$ cat config.mk
export PLATFORM = sky130hd
export DESIGN_NAME = mem_stage
export DESIGN_NICKNAME = d
export VERILOG_FILES = /design/src/rtl/cpu_pipe_pkg.sv /design/src/rtl/mem_bus_ctrl.sv /design/src/rtl/mem_stage.sv
export SDC_FILE = /design/constraint.sdc
export NUM_CORES = 1
export LEC_CHECK = 0
export CORE_AREA = 2 2 111 113
export DETAILED_ROUTE_END_ITERATION = 8
export DIE_AREA = 0 0 113 115
export GPL_TIMING_DRIVEN = 0
export PLACE_DENSITY = 0.66
export SYNTH_ARGS = -nofsm -noshare
export SYNTH_HDL_FRONTEND = slang
export SYNTH_SLANG_ARGS = --single-unit
$ cat constraint.sdc
create_clock -name clk -period 2.1 [get_ports clk]
set_input_delay 0.42 -clock clk [delete_from_list [all_inputs] [get_ports clk]]
set_output_delay 0.42 -clock clk [all_outputs]
set_load 0.005 [all_outputs]
$ cat src/rtl/cpu_pipe_pkg.sv
// rtl/cpu_pipe_pkg.sv - shared pipeline field layout, writeback encodings and MEM FSM states
package cpu_pipe_pkg;

  localparam int XLEN    = 32;
  localparam int REG_W   = 5;
  localparam int EXMEM_W = 106;
  localparam int MEMWB_W = 38;

  localparam int EXM_SDATA_LSB = 0;
  localparam int EXM_ALU_LSB   = 32;
  localparam int EXM_DEST_LSB  = 64;
  localparam int EXM_MEMREAD   = 69;
  localparam int EXM_MEMWRITE  = 70;
  localparam int EXM_REGWRITE  = 71;
  localparam int EXM_MTR_LSB   = 72;
  localparam int EXM_PC4_LSB   = 74;

  localparam int MWB_DATA_LSB = 0;
  localparam int MWB_DEST_LSB = 32;
  localparam int MWB_REGWRITE = 37;

  localparam logic [1:0] MEMTOREG_ALU = 2'b00;
  localparam logic [1:0] MEMTOREG_MEM = 2'b01;
  localparam logic [1:0] MEMTOREG_PC4 = 2'b10;

  localparam logic [0:0] ST_IDLE = 1'b0;
  localparam logic [0:0] ST_WAIT = 1'b1;

  // Encoding 11 is not assigned and falls back to the ALU result.
  function automatic logic [XLEN-1:0] wb_select(input logic [1:0] mtr,
                                                input logic [XLEN-1:0] alu,
                                                input logic [XLEN-1:0] mem,
                                                input logic [XLEN-1:0] pc4);
    logic [XLEN-1:0] sel;
    case (mtr)
      MEMTOREG_MEM: sel = mem;
      MEMTOREG_PC4: sel = pc4;
      default:      sel = alu;
    endcase
    return sel;
  endfunction

endpackage

$ cat src/rtl/mem_bus_ctrl.sv
// rtl/mem_bus_ctrl.sv - data-memory bus IDLE/WAIT FSM with timeout, request, stall and bus_err generation
module mem_bus_ctrl
  import cpu_pipe_pkg::*;
#(
  parameter int unsigned TIMEOUT_CYCLES = 255
) (
  input  logic clk,
  input  logic rst,
  input  logic mem_op_i,
  input  logic misalign_i,
  input  logic ready_i,
  output logic req_o,
  output logic stall_o,
  output logic bus_err_o
);

  localparam logic [7:0] CNT_LAST = 8'(TIMEOUT_CYCLES - 1);

  logic [0:0] state_q, state_d;
  logic [7:0] cnt_q, cnt_d;
  logic       req;
  logic       timeout;

  // The request follows EX_MEM directly; upstream holds EX_MEM while WAIT is pending.
  assign req     = mem_op_i & ~misalign_i;
  assign timeout = (state_q == ST_WAIT) & req & ~ready_i & (cnt_q == CNT_LAST);

  always_comb begin
    state_d = state_q;
    cnt_d   = 8'd0;
    if (state_q == ST_IDLE) begin
      if (req && !ready_i) state_d = ST_WAIT;
    end else begin
      cnt_d = cnt_q + 8'd1;
      if (!req || ready_i || timeout) state_d = ST_IDLE;
    end
  end

  always_ff @(posedge clk) begin
    if (rst) begin
      state_q <= ST_IDLE;
      cnt_q   <= 8'd0;
    end else begin
      state_q <= state_d;
      cnt_q   <= cnt_d;
    end
  end

  assign req_o     = req;
  assign stall_o   = req & ~ready_i & ~timeout;
  assign bus_err_o = ~rst & (timeout | (mem_op_i & misalign_i));

endmodule

$ cat src/rtl/mem_stage.sv
// rtl/mem_stage.sv - pipeline MEM stage: bus access, writeback select, forwarding, MEM_WB; MEM_ALIGN_CHECK_EN enables misalignment abort
module mem_stage
  import cpu_pipe_pkg::*;
#(
  parameter int unsigned TIMEOUT_CYCLES = 255
) (
  input  logic               clk,
  input  logic               rst,
  input  logic [EXMEM_W-1:0] EX_MEM,
  output logic               dmem_req,
  output logic               dmem_we,
  output logic [XLEN-1:0]    dmem_addr,
  output logic [XLEN-1:0]    dmem_wdata,
  input  logic [XLEN-1:0]    dmem_rdata,
  input  logic               dmem_ready,
  output logic               mem_stall,
  output logic               bus_err,
  output logic               MEM_RegWrite,
  output logic [REG_W-1:0]   MEM_WriteRegister,
  output logic [XLEN-1:0]    MEM_RegWriteData,
  output logic [MEMWB_W-1:0] MEM_WB
);

  logic [XLEN-1:0]    alu_res, pc4, wb_data;
  logic [REG_W-1:0]   dest;
  logic [1:0]         mtr;
  logic               reg_write, mem_op, misalign;
  logic [MEMWB_W-1:0] mem_wb_q, mem_wb_d;

  assign alu_res   = EX_MEM[EXM_ALU_LSB +: XLEN];
  assign pc4       = EX_MEM[EXM_PC4_LSB +: XLEN];
  assign dest      = EX_MEM[EXM_DEST_LSB +: REG_W];
  assign mtr       = EX_MEM[EXM_MTR_LSB +: 2];
  assign reg_write = EX_MEM[EXM_REGWRITE];
  assign mem_op    = EX_MEM[EXM_MEMREAD] | EX_MEM[EXM_MEMWRITE];

`ifdef MEM_ALIGN_CHECK_EN
  assign misalign = |alu_res[1:0];
`else
  assign misalign = 1'b0;
`endif

  mem_bus_ctrl #(
    .TIMEOUT_CYCLES(TIMEOUT_CYCLES)
  ) u_bus_ctrl (
    .clk       (clk),
    .rst       (rst),
    .mem_op_i  (mem_op),
    .misalign_i(misalign),
    .ready_i   (dmem_ready),
    .req_o     (dmem_req),
    .stall_o   (mem_stall),
    .bus_err_o (bus_err)
  );

  // MemWrite has priority when both control bits are set.
  assign dmem_we    = EX_MEM[EXM_MEMWRITE];
  assign dmem_addr  = alu_res;
  assign dmem_wdata = EX_MEM[EXM_SDATA_LSB +: XLEN];

  assign wb_data           = wb_select(mtr, alu_res, dmem_rdata, pc4);
  assign MEM_RegWrite      = reg_write & ~mem_stall;
  assign MEM_WriteRegister = dest;
  assign MEM_RegWriteData  = wb_data;

  // Stalled and aborted accesses both leave a bubble behind.
  always_comb begin
    mem_wb_d = {reg_write, dest, wb_data};
    if (mem_stall || bus_err) mem_wb_d = '0;
  end

  always_ff @(posedge clk) begin
    if (rst) mem_wb_q <= '0;
    else     mem_wb_q <= mem_wb_d;
  end

  assign MEM_WB = mem_wb_q;

endmodule

==> flow_summary.yaml, run 1 <==
clock_network:
  cts.htree.levels: 2
  cts_tree: "done"
  postCtsHoldBufs: 0
  cts.clk_slew.worst_paths_ps: 70
  numClockSinks: 47
  cts_buffers: 5
  clock_latency_ps: 290
  clockBufferDepth: 2
  clockRootBuffer: "clkbuf_16"
global_routing:
  antenna_found_initial: 0
  grt_pass1_vias: 3193
  overflow: 0
  track_usage_pct: 16.7
  grt_start_max_net_pins: 16
  grt_pass1_wl_mm: 17.1
logic_synthesis:
  synth_most_common_cell: "buf_4"
  syn_area_um2: 2590
  synth.top_cells.by_count: "buf_4, dfxtp_1, and2_1"
  synth-edff-count: 0
  syn_nets: 453
  synth-main-ff-cell: "dfxtp_1"
  synth.area.top_cells: "dfxtp_1, buf_4, a22oi_1"
  netlist_instances: 308
  synth_cell_types: 28
  syn_avg_cell_area_um2: 8.40
  netlist.area_leader.share_pct: 36.4
  yosys_warnings: 0
  ys_ff_latch: 47
  synthArstFlopShare_pct: 0
  synth_seq_area_share_pct: 36.4
  synth_area_leader_cell: "dfxtp_1"
critical_path:
  cp-end-kind: "primary output"
  path_class: "in -> out"
  critPathLaunch: "EX_MEM[73]"
  setup.worst_path.end: "MEM_RegWriteData[1]"
  rr_startpoint: "u_bus_ctrl.cnt_q[0]$_SDFF_PP0_"
  start_kind: "primary input"
  worstPathArrival_ps: 1630
  ff2ff_setup_slack_ps: 770
  required_ps: 1680
  rr_worst_depth: 5
  r2r-end: "u_bus_ctrl.cnt_q[6]$_SDFF_PP0_"
  crit_fanout: 10
finish:
  synthToLayoutAreaGrowth_pct: 126
  layout.nets: 719
  num_antenna_cells: 0
  stdcell_area_um2: 5850
  drive_above_1_share_pct: 29.2
detailed_routing:
  wirelength_mm: 11.8
  avgViaCountPerCell: 4.27
  first_iter_violations: 104
  avgRoutedWirePerCell_um: 16.3
  post-route-drc-count: 12
  vias: 3081
  dr.pass1.iters: 7
  ant_nets: 0
die:
  start_util_pct: 21.9
  fp.coreArea_um2: 11800
  ioPinCount: 285
  die_y_um: 115
  die_area_um2: 13000
  die_x_um: 113
  rows: 40
job:
  maxCapViolCount: 0
placement:
  gp_congestion: 0.845
  portBuffers: 252
  dpl.hpwl_mm: 9.18
  postPlaceCellArea_um2: 5290
power:
  power_leakage_nw: 2.42
  intPower_mw: 2.20
  pwr-share-seq_pct: 32.0
  clock_power_share_pct: 30.9
  p_comb_share_pct: 37.1
  p_sw_mw: 0.759
  vdd_ir_drop_max_mv: 0.340
  swShare_pct: 25.7
  p_per_area_nw_per_um2: 505
timing:
  fmax_mhz: 488
  slew_violations: 0
  hold_violations: 0
  setup_viol: 0
  finalCritPeriodShare_pct: 97.5
  max-slew-margin-rel_pct: 70.6
  fin_crit_ps: 2050
  fin_skew_ps: 2.38
  worst_slew_pin_slew_ps: 441
  rsz0062_at_grt: "no"
  hold_ws_ps: 495
outcome:
  violations: "DRC"
  outcome: "finished, violations left"
hold_path:
  hp-class: "reg -> reg"
  hold_start: "u_bus_ctrl.cnt_q[7]$_SDFF_PP0_"
## critical path, cell delays in order
cell,delay [ps]
clkdlybuf4s15_1,210
inv_1,110
ha_4,200
buf_6,190
a22oi_2,100
o21ai_4,160
clkdlybuf4s15_2,230
## logic make-up after synthesis
kind of cell             after synthesis  synth area share (%)
AO/OA/AOI/OAI                         72                  17.6
XOR/XNOR                               3                  1.02
adder cells (fa/ha/maj)                4                  1.93
buffers and inverters                 91                  24.9
flip-flops                            47                  36.4
AND/OR/NAND/NOR                       91                  18.2
## power groups by stage
stage	Sequential (mW)	Combinational, mW	Clock [mW]
finish	0.946	1.10	0.914
global route	0.950	1.17	0.981
CTS	0.946	1.10	0.943
detailed placement	0.967	0.985	0
global placement	0.966	0.982	0
floorplan	0.973	0.309	0
## cells in the final DEF, fill, tap and decap left out, drive strengths merged, types with 3 or more instances in the layout
| cell type | synthesis | layout |
|---|---|---|
| dlygate4sd2 | 0 | 4 |
| clkbuf | 4 | 12 |
| a22oi | 32 | 32 |
| or3 | 3 | 3 |
| ha | 4 | 4 |
| o21ai | 35 | 35 |
| and2 | 38 | 38 |
| clkdlybuf4s15 | 0 | 15 |
| a21oi | 3 | 3 |
| inv | 3 | 3 |
| buf | 84 | 104 |
| clkdlybuf4s50 | 0 | 213 |
| nand2 | 34 | 34 |
| dlymetal6s2s | 0 | 3 |
| dfxtp | 47 | 47 |
| nor2 | 7 | 7 |
## how the worst min path moves through the flow
| stage | to | slack [ps] | cells past startpoint |
|---|---|---|---|
| global placement | u_bus_ctrl.cnt_q[0]$_SDFF_PP0_ | 450 | 1 |
| detailed placement | u_bus_ctrl.cnt_q[0]$_SDFF_PP0_ | 460 | 1 |
| floorplan | u_bus_ctrl.cnt_q[0]$_SDFF_PP0_ | 430 | 1 |
| finish | u_bus_ctrl.cnt_q[7]$_SDFF_PP0_ | 490 | 2 |
| CTS | u_bus_ctrl.cnt_q[7]$_SDFF_PP0_ | 500 | 2 |
| global route | u_bus_ctrl.cnt_q[0]$_SDFF_PP0_ | 530 | 2 |
## stage by stage
step | power, mW | setup slack [ps] | std cells | TNS (ps) | util (%)
detailed placement | 1.95 | -856 | 707 | -27200 | 44.8
finish | 2.96 | 52.6 | 722 | 0 | 49.5
global placement | 1.95 | -864 | 707 | -27070 | 44.8
floorplan | 1.28 | 475 | 308 | 0 | -
global route | 3.10 | 0.878 | 722 | 0 | 49.5
CTS | 2.99 | 1.88 | 721 | 0 | 49.3
## sequential cells by signal (all words and copies together) (netlist names)
register and cells:
u_bus_ctrl.cnt_q 8, u_bus_ctrl.state_q 1, MEM_WB 38
## final cells by class
cell class | instances | area [um2]
Sequential cell | 47 | 943
Fill cell | 1117 | 5960
Clock inverter | 3 | 43.8
Multi-Input combinational cell | 170 | 1240
Inverter | 3 | 11.3
Timing Repair Buffer | 259 | 2550
Buffer | 88 | 757
Clock buffer | 5 | 125
Tap cell | 147 | 184
## metal layers
metal / vias to the layer above / global-route usage, % / wire [um]
li1: 1495 / - / -
met1: 1419 / 18.2 / 4350
met2: 161 / 32.8 / 6420
met3: 6 / 3.58 / 878
met4: 0 / 4.15 / 104
met5: - / 0 / 0
## timing repair
item / 4_1_cts / 5_1_grt
resized for setup: 182 / 14
pin swaps: 3 / 4
setup buffers: 4 / 1
endpoints found under the hold margin: 0 / 0
cloned: 2 / 0
setup endpoints to repair: 35 / 32
No activity file was read; power rests on OpenSTA's default activity.
==> run 2, diff against run 1 <==
--- a/config.mk
+++ b/config.mk
@@ -6,6 +6,7 @@
 export NUM_CORES = 1
 export LEC_CHECK = 0
 export CORE_AREA = 2 2 111 113
+export CTS_CLUSTER_DIAMETER = 200
 export DETAILED_ROUTE_END_ITERATION = 8
 export DIE_AREA = 0 0 113 115
 export GPL_TIMING_DRIVEN = 0
==> results of run 2 <==
The final DEF is identical to that of run 1; final timing and power are the same.
